--- src/rtl/seq_pkg.sv ---
// Shared encodings for the word-level "1001" scan controller and its
// bit-serial Moore detector.
package seq_pkg;

  typedef enum logic [2:0] {
    S0 = 3'b000,
    S1 = 3'b001,
    S2 = 3'b010,
    S3 = 3'b011,
    S4 = 3'b100
  } det_state_t;

  typedef enum logic [1:0] {
    IDLE  = 2'd0,
    SHIFT = 2'd1,
    DRAIN = 2'd2,
    DONE  = 2'd3
  } ctrl_state_t;

endpackage

--- src/rtl/seq_det_1001.sv ---
// Bit-serial Moore detector for "1001"; hit is asserted while in S4, i.e. one
// cycle after the completing bit. Holds its state whenever en is low.
module seq_det_1001
  import seq_pkg::*;
(
  input  logic clock,
  input  logic reset,
  input  logic en,
  input  logic bit_in,
  output logic hit
);

  det_state_t state;

  always_ff @(posedge clock) begin
    if (reset) begin
      state <= S0;
    end else if (en) begin
      case (state)
        S0:      state <= bit_in ? S1 : S0;
        S1:      state <= bit_in ? S1 : S2;
        S2:      state <= bit_in ? S1 : S3;
        S3:      state <= bit_in ? S4 : S0;
        S4:      state <= bit_in ? S1 : S0;
        default: state <= S0;
      endcase
    end
  end

  assign hit = (state == S4);

endmodule

--- src/rtl/seq_scan_ctrl.sv ---
// Word-level controller: accepts a parallel word, streams it MSB first through
// the "1001" detector, and returns detection count / first-hit index.
module seq_scan_ctrl
  import seq_pkg::*;
#(
  parameter int W     = 8,
  parameter int CNT_W = 4,
  parameter int IDX_W = $clog2(W)
) (
  input  logic             clock,
  input  logic             reset,
  input  logic             in_valid,
  output logic             in_ready,
  input  logic [W-1:0]     in_word,
  input  logic             in_cont,
  output logic             out_valid,
  input  logic             out_ready,
  output logic [CNT_W-1:0] out_count,
  output logic             out_hit,
  output logic [IDX_W-1:0] out_first_idx
);

  localparam logic [CNT_W-1:0] CNT_MAX = '1;
  localparam logic [IDX_W-1:0] LAST    = IDX_W'(W - 1);

  ctrl_state_t      state;
  logic [W-1:0]     shreg;
  logic [IDX_W-1:0] j;
  logic             accept;
  logic             det_rst;
  logic             det_en;
  logic             det_hit;
  logic             take;
  logic [IDX_W-1:0] take_idx;

  assign accept    = (state == IDLE) && in_valid;
  assign det_rst   = reset || (accept && !in_cont);
  assign det_en    = (state == SHIFT);
  assign in_ready  = (state == IDLE);
  assign out_valid = (state == DONE);

  seq_det_1001 u_det (
    .clock  (clock),
    .reset  (det_rst),
    .en     (det_en),
    .bit_in (shreg[W-1]),
    .hit    (det_hit)
  );

  // The detector's hit lags its input by one cycle: a hit seen at j belongs
  // to bit j-1, and the hit seen at j=0 was already counted by the previous
  // word's DRAIN cycle.
  always_comb begin
    take     = 1'b0;
    take_idx = '0;
    if (state == SHIFT && det_hit && j != '0) begin
      take     = 1'b1;
      take_idx = j - 1'b1;
    end else if (state == DRAIN && det_hit) begin
      take     = 1'b1;
      take_idx = LAST;
    end
  end

  always_ff @(posedge clock) begin
    if (reset) begin
      state         <= IDLE;
      shreg         <= '0;
      j             <= '0;
      out_count     <= '0;
      out_hit       <= 1'b0;
      out_first_idx <= '0;
    end else begin
      if (take) begin
        if (out_count != CNT_MAX) out_count <= out_count + 1'b1;
        if (!out_hit) begin
          out_hit       <= 1'b1;
          out_first_idx <= take_idx;
        end
      end
      case (state)
        IDLE: begin
          if (in_valid) begin
            shreg         <= in_word;
            j             <= '0;
            out_count     <= '0;
            out_hit       <= 1'b0;
            out_first_idx <= '0;
            state         <= SHIFT;
          end
        end
        SHIFT: begin
          shreg <= shreg << 1;
          j     <= j + 1'b1;
          if (j == LAST) state <= DRAIN;
        end
        DRAIN: state <= DONE;
        DONE:  if (out_ready) state <= IDLE;
        default: state <= IDLE;
      endcase
    end
  end

endmodule
--- config.mk ---
export PLATFORM = sky130hd
export DESIGN_NAME = seq_scan_ctrl
export DESIGN_NICKNAME = d
export VERILOG_FILES = /design/src/rtl/seq_pkg.sv /design/src/rtl/seq_det_1001.sv /design/src/rtl/seq_scan_ctrl.sv
export SDC_FILE = /design/constraint.sdc
export NUM_CORES = 1
export LEC_CHECK = 0
export ABC_CLOCK_PERIOD_IN_PS = 2200
export BUFFER_PORTS_ARGS = -buffer_cell sky130_fd_sc_hd__clkbuf_2
export CORE_ASPECT_RATIO = 1.5
export CORE_MARGIN = 2
export CORE_UTILIZATION = 40
export DETAILED_ROUTE_END_ITERATION = 6
export SETUP_SLACK_MARGIN = 0.1
export SLEW_MARGIN = 20
export SYNTH_ARGS = -nofsm -noshare
export SYNTH_HDL_FRONTEND = slang
export SYNTH_SLANG_ARGS = --single-unit
--- constraint.sdc ---
create_clock -name clock -period 2.2 [get_ports clock]
set_clock_uncertainty 0.1 [all_clocks]
set_input_delay 0.22 -clock clock [delete_from_list [all_inputs] [get_ports clock]]
set_output_delay 0.22 -clock clock [all_outputs]
set_load 0.01 [all_outputs]
==> results.env, run 1 <==
OUTCOME='finished clean'
GATE_COUNT_OF_THE_MAPPED_NETLIST=146
BUFFER_PORTS.INSERTED=22
SLEW_LIMIT_FAILS=0
IO_PINS=23
HTREE_LEVELS=1
POWER_DENSITY_nW_PER_UM2=1180
HOLD_VIOL_FINAL=0
FINALCRITICALPERIOD_PS=1800
ITERATION_COUNT_OF_THE_INITIAL_DETAILED_ROUTING_PASS=4
SYNTH.TOP_CELL.AREA_SHARE_PCT=38.7
SYN-CELL-AREA_SQ_UM=1240
TIMING.SLEW.HEADROOM_PCT=73.0
CLK_TRANSITION_REPORTED_PATHS_PS=90
TRITONCTS='built'
SYNTHMOSTINSTANTIATEDCELL='sky130_fd_sc_hd__dfxtp_1'
POSTSYNTHAREAPERCELL_SQ_UM=8.50
CTS_INSERTED_BUFFERS=3
MAXCAPVIOLCOUNT=0
TIMING.CRITICAL_PATH.TO='out_first_idx[0]$_SDFF_PP0_'
CRITPATHKIND='flop to flop'
START_KIND='flop'
DP_HPWL_UM=1940
SKEW_PAIR_LATE_INSERTION_DELAY_PS=270
CRIT_PATH_START='j[0]$_SDFFE_PP0P_'
MIN-DELAY-PATH-CLASS='primary input to flop'
WORST-ENDPOINT-ARRIVAL_PS=1880
DRTITER0DRC=31
CP_SLOWEST_CELL='sky130_fd_sc_hd__dfxtp_1'
REPORT.FINAL.SETUP_VIOL=0
REGISTER_BIT_COUNT_REPORTED_BY_YOSYS=24
TOTAL_NEG_SETUP_SLACK_PS=0
VIAS_IN_THE_FIRST_GLOBAL_ROUTE=1063
VDD.IR_DROP.WORST_mV=0.794
CLOCK_TREE.BUFFER_DEPTH=2
FLOORPLAN.INITIALDENSITY_PCT=42.2
FINAL_AREA_SQ_UM=1460
WORST-R2R-CELL-COUNT=6
CLOCK-ROOT-BUFFER='sky130_fd_sc_hd__clkbuf_8'
LAYOUT_AREA_GROWTH_OVER_SYNTHESIS_PCT=17.7
SYNTH_TOP_CELLS_BY_COUNT='sky130_fd_sc_hd__dfxtp_1, sky130_fd_sc_hd__nor2_1, sky130_fd_sc_hd__a21oi_1'
REG2REG_TO='out_first_idx[0]$_SDFF_PP0_'
CLOCK_SINK_COUNT=24
GRT_MAX_DEGREE=16
FF2FF_SETUP_SLACK_PS=400
SYNTH_ENABLE_FLOP_CELLS=0
MIN_PERIOD_OVER_PERIOD_PCT=81.7
LAYOUT-DRIVE-GT1-SHARE_PCT=20.0
SYNTH_TOP_CELL_BY_AREA='sky130_fd_sc_hd__dfxtp_1'
SYNTH.DISTINCT_CELLS=27
DIE_AREA_SQ_UM=3570
WL_PER_CELL_UM=11.9
CRITPATHMAXSTAGEDELAY_PS=390
MAPPED_NETS=168
GRT_ANTENNA_BEFORE_REPAIR=0
DIE_H_UM=72.2
DETAIL_ROUTE.DRC_VIOLATIONS=0
ENDPOINT_KIND='flop'
CORE_AREA_SQ_UM=2940
MAX_FREQ_MHz=556
DETAIL_ROUTE.VIAS_PER_CELL=5.23
GRT_UTIL_ALL_LAYERS_PCT=15.4
SYNTH_ASYNC_SR_FLOP_SHARE_PCT=0
SYNTH-SEQ-AREA-SHARE_PCT=38.7
FINAL_NET_COUNT=193
CORE.ROWCOUNT=24
GRT_FIRST_PASS_WIRELENGTH_UM=4340
SYNTHTOPCELLSBYAREA='sky130_fd_sc_hd__dfxtp_1, sky130_fd_sc_hd__ha_1, sky130_fd_sc_hd__mux2i_1'
PATH_CELLS='inv_1, ha_1, nand2b_1, a21oi_1, or3_4, a221oi_1'
DR_TOTAL_VIAS=1094
CRITICAL_PATH.REG2REG.STARTPOINT='j[0]$_SDFFE_PP0P_'
SYNTH-WARNING-COUNT=0
YS.FLOP_TYPE='sky130_fd_sc_hd__dfxtp_1'
POSTPLACECELLAREA_SQ_UM=1400
STATIC-LEAKAGE-POWER_nW=0.601
OVERALL_DIE_WIDTH_UM=49.5
RSZ0062_AT_GRT='false'
GRT.OVERFLOW.TOTAL=0
ANTENNA-DIODE-COUNT=0
TIGHTESTPINTRANSITION_PS=406
WORSTPATHREQUIRED_PS=2280
GPL.FINAL_WEIGHTED_CONGESTION=0.766
FINALWIRELENGTH_UM=2490
CRITICAL_PATH_PEAK_FANOUT=6
DETAIL-ROUTE-ANTENNA-NETS=0
[per-layer routing]
layer | global-route usage [%] | share of wire (%)
met3 | 2.26 | 3.3
met4 | 6.48 | 1.5
met1 | 16.2 | 43
met5 | 0 | 0
met2 | 29.7 | 52
[sequential cells by signal (all words and copies together) (netlist names)]
signal and count:
shreg 8, out_count 4, j 3, out_first_idx 3, u_det.state 3, state 2, out_hit 1
[critical path: cells and delay by family, from the launching register on]
family	cells	cell delay, ps
simple gates	2	470
compound gates	2	440
flops	1	390
fa+ha+maj	1	220
buf+inv	1	100
[placed cells by master, fill, tap and decap left out, drive strengths merged]
cell type,n
nor3,2
nor2,23
clkbuf,26
a32oi,2
dfxtp,24
a31oi,1
nand2,8
mux2i,9
mux2,1
ha,9
a21oi,14
o21ai,4
or3,2
inv,10
nor3b,1
nor4,2
nor2b,3
a211oi,10
or3b,1
a221oi,3
buf,3
nand3,4
a21o,1
nand3b,1
nand2b,5
nand4,1
[metrics by stage]
stage	util (%)	power, mW	worst slack, ps	hold WS (ps)	instances
after floorplan	-	1.24	365	193	146
after global placement	47.6	1.40	402	334	205
after detailed placement	47.6	1.43	296	349	205
after CTS	49.4	1.74	281	165	209
after global routing	49.7	1.88	229	192	209
final	49.7	1.73	402	165	209
[power by group]
group	internal, mW	switching (mW)	leakage, nW
sequential	0.535	0.0882	0.196
clock	0.160	0.146	0.0288
combinational	0.336	0.466	0.376
[area by class of cell]
class / count / area, sq um
fillers: 341 / 1480
multi-input cells: 107 / 707
flip-flops and latches: 24 / 480
repair buffers: 25 / 133
clock buffers: 4 / 55.1
well taps: 39 / 48.8
inverters: 10 / 37.5
[cell families after synthesis]
kind of cell | count (synthesis) | synth area share (%)
mux | 10 | 8.17
flops | 24 | 38.7
buf+inv | 15 | 4.84
compound gates | 35 | 17.9
fa+ha+maj | 9 | 9.07
simple gates | 53 | 21.3
[how the worst min path moves through the flow]
stage	cells after the start	start	endpoint
after floorplan	1	reset	shreg[1]$_SDFFE_PP0P_
after global placement	2	out_first_idx[2]$_SDFF_PP0_	out_first_idx[2]$_SDFF_PP0_
after detailed placement	2	out_first_idx[2]$_SDFF_PP0_	out_first_idx[2]$_SDFF_PP0_
after CTS	3	in_word[4]	shreg[4]$_SDFFE_PP0P_
after global routing	3	in_word[4]	shreg[4]$_SDFFE_PP0P_
final	3	in_word[4]	shreg[4]$_SDFFE_PP0P_
[what timing repair did]
action	CTS	global route
setup endpoints to repair	0	2
setup buffers	0	0
resized for setup	0	1
hold buffers	0	0
(Power assumes the default switching activity.)
==> inputs of run 2 (changes only) <==
ABC_CLOCK_PERIOD_IN_PS = 1700   (was 2200)
clock period = 1.7 ns   (was 2.2 ns; I/O delays follow)
==> run 2 against run 1 <==
Effect of this change: critical path type unchanged; combinational power rose by 80%; worst setup slack got worse by 280 ps; utilization grew 6.1 points; sequential power rose by 30%; first-iteration DRC count decreased by 16%; highest routed layer unchanged.
==> results.env, run 2 (same netlist as run 1, synthesis figures left out) <==
OUTCOME='finished clean'  # unchanged
GRT_ANTENNA_BEFORE_REPAIR=0  # unchanged
FINALWIRELENGTH_UM=2650  # was 2490 um
CRITICAL_PATH_PEAK_FANOUT=4  # was 6
CORE_AREA_SQ_UM=2940  # unchanged
RSZ0062_AT_GRT='true'  # was false
GR_UTIL_MET1_PCT=19.1  # was 16.2%
GR_PEAK_LAYER='met2'  # unchanged
FINALCOREUTILIZATION_PCT=55.7  # was 49.7%
TOTAL_NEG_SETUP_SLACK_PS=0  # unchanged
DETAIL_ROUTE.VIAS_PER_CELL=5.12  # was 5.23
REG2REG_TO='out_first_idx[1]$_SDFF_PP0_'  # was out_first_idx[0]$_SDFF_PP0_
TRITONCTS='built'  # unchanged
MIN-DELAY-PATH-CLASS='primary input to flop'  # unchanged
GRT_MAX_DEGREE=16  # unchanged
REGISTERS.TOP_BY_FF_COUNT='shreg'  # unchanged
BUFFER_PORTS.INSERTED=22  # unchanged
IO_PINS=23  # unchanged
DETAIL-ROUTE-ANTENNA-NETS=0  # unchanged
POSTPLACECELLAREA_SQ_UM=1480  # was 1400 sq um
LAYOUT_AREA_GROWTH_OVER_SYNTHESIS_PCT=32.2  # was 17.7%
TIGHTESTPINTRANSITION_PS=342  # was 406 ps
DIE_AREA_SQ_UM=3570  # unchanged
ANTENNA-DIODE-COUNT=0  # unchanged
MULTI_INPUT_COMB_AREA_SQ_UM=800  # was 707 sq um
DRTITER0DRC=26  # was 31
VIAS_IN_THE_FIRST_GLOBAL_ROUTE=1054  # was 1063
ITERATION_COUNT_OF_THE_INITIAL_DETAILED_ROUTING_PASS=3  # was 4
WL_PER_CELL_UM=12.2  # was 11.9 um
CRITICAL_PATH.REG2REG.STARTPOINT='state[0]$_SDFFE_PP0P_'  # was j[0]$_SDFFE_PP0P_
SEQ_AREA_SQ_UM=488  # was 480 sq um
WORST-ENDPOINT-ARRIVAL_PS=1670  # was 1880 ps
WORST_HOLD_PATH.NUM_CELLS=3  # unchanged
OVERALL_DIE_WIDTH_UM=49.5  # unchanged
FLOORPLAN.INITIALDENSITY_PCT=42.2  # unchanged
ENDPOINT_KIND='flop'  # unchanged
DP_HPWL_UM=1930  # was 1940 um
FILLCELLCOUNT=294  # was 341
GRT_UTIL_ALL_LAYERS_PCT=15.8  # was 15.4%
TOP_REGS='shreg x8, out_count x4'  # unchanged
CLK_TRANSITION_REPORTED_PATHS_PS=90  # about the same
REPORT.FINAL.SETUP_VIOL=0  # unchanged
GRT.OVERFLOW.TOTAL=0  # unchanged
CLOCK_TREE.BUFFER_DEPTH=2  # unchanged
USE_MET2_PCT=27.8  # was 29.7%
MAXCAPVIOLCOUNT=0  # unchanged
CTS_INSERTED_BUFFERS=3  # unchanged
MIN_PERIOD_OVER_PERIOD_PCT=92.9  # was 81.7%
SLEW_LIMIT_FAILS=0  # unchanged
TIMING.SLEW.HEADROOM_PCT=76.9  # was 73.0%
POWER_DENSITY_nW_PER_UM2=1610  # was 1180 nW/um^2
STATIC-LEAKAGE-POWER_nW=0.666  # was 0.601 nW
FINAL_NET_COUNT=201  # was 193
DETAIL_ROUTE.DRC_VIOLATIONS=0  # unchanged
VDD.IR_DROP.WORST_mV=1.23  # was 0.794 mV
LARGEST_REGISTER_FFS=8  # unchanged
WORSTHOLDSTART='in_cont'  # was in_word[4]
CLOCK_SINK_COUNT=24  # unchanged
DIE_H_UM=72.2  # unchanged
GRT_FIRST_PASS_WIRELENGTH_UM=4460  # was 4340 um
CRITPATHKIND='flop to flop'  # unchanged
SKEW_PAIR_LATE_INSERTION_DELAY_PS=260  # was 270 ps
CLOCK-ROOT-BUFFER='sky130_fd_sc_hd__clkbuf_8'  # unchanged
HTREE_LEVELS=1  # unchanged
WORSTPATHREQUIRED_PS=1790  # was 2280 ps
LAYOUT-DRIVE-GT1-SHARE_PCT=33.7  # was 20.0%
FF2FF_SETUP_SLACK_PS=120  # was 400 ps
START_KIND='flop'  # unchanged
MAX_FREQ_MHz=633  # was 556 MHz
FINAL_AREA_SQ_UM=1640  # was 1460 sq um
WORSTHOLDENDPOINT='u_det.state[2]$_SDFFE_PP0N_'  # was shreg[4]$_SDFFE_PP0P_
WORST-R2R-CELL-COUNT=5  # was 6
FINALCRITICALPERIOD_PS=1580  # was 1800 ps
TIMING.HOLD.WS_PS=110  # was 165 ps
CORE.ROWCOUNT=24  # unchanged
GLOBAL_ROUTE.USAGE.MET3_PCT=1.85  # was 2.26%
GPL.FINAL_WEIGHTED_CONGESTION=0.779  # was 0.766
DR_TOTAL_VIAS=1111  # was 1094
HOLD_VIOL_FINAL=0  # unchanged
LAYOUT_COMMON_CELLS='sky130_fd_sc_hd__nor2_1, sky130_fd_sc_hd__clkbuf_2, sky130_fd_sc_hd__dfxtp_1'  # was sky130_fd_sc_hd__dfxtp_1, sky130_fd_sc_hd__nor2_1, sky130_fd_sc_hd__clkbuf_2
==> run 2: final cells by class <==
| class | instances | area share [%] |
|---|---|---|
| Timing Repair Buffer | 33 | 12.7 |
| Multi-Input combinational cell | 107 | 48.7 |
| Sequential cell | 24 | 29.7 |
| Inverter | 10 | 2.44 |
| Tap cell | 39 | 2.97 |
| Clock buffer | 4 | 3.36 |
==> run 2: stage by stage <==
stage,instances,power [mW],setup slack [ps]
floorplan,146,1.71,122
global placement,210,1.98,105
detailed placement,210,2.02,48.5
CTS,217,2.47,110
global route,217,2.85,15.4
finish,217,2.64,120
==> run 2: routing by layer <==
layer	part of all wire, %	up-vias
met2	52	21
met5	0	-
met1	44	512
met3	3.1	2
met4	0.94	0
li1	-	576
==> run 2: timing repair <==
item / CTS / global route
setup buffers: 3 / 0
hold buffers: 0 / 0
pin swaps: 3 / 0
setup endpoints to repair: 3 / 16
gates resized for setup: 6 / 12
==> run 2: worst max-delay path: stages, from the launching register on <==
cell	delay, ps
sky130_fd_sc_hd__dfxtp_4	370
sky130_fd_sc_hd__inv_1	110
sky130_fd_sc_hd__ha_1	240
sky130_fd_sc_hd__a21oi_2	50
sky130_fd_sc_hd__or3_4	390
sky130_fd_sc_hd__a221oi_2	240
==> run 2: worst max-delay path by stage <==
stage,start,to,slack (ps),depth (start not counted)
after global routing,j[0]$_SDFFE_PP0P_,state[1]$_SDFFE_PP0P_,20,6
final,state[0]$_SDFFE_PP0P_,out_first_idx[1]$_SDFF_PP0_,120,5
after global placement,j[0]$_SDFFE_PP0P_,out_first_idx[0]$_SDFF_PP0_,110,6
after floorplan,state[1]$_SDFFE_PP0P_,state[1]$_SDFFE_PP0P_,120,7
after detailed placement,j[0]$_SDFFE_PP0P_,out_first_idx[1]$_SDFF_PP0_,50,6
after CTS,state[1]$_SDFFE_PP0P_,state[1]$_SDFFE_PP0P_,110,6
==> run 2: power by group <==
part | switching [mW] | internal [mW]
combinational | 0.741 | 0.695
clock | 0.183 | 0.207
sequential | 0.106 | 0.706
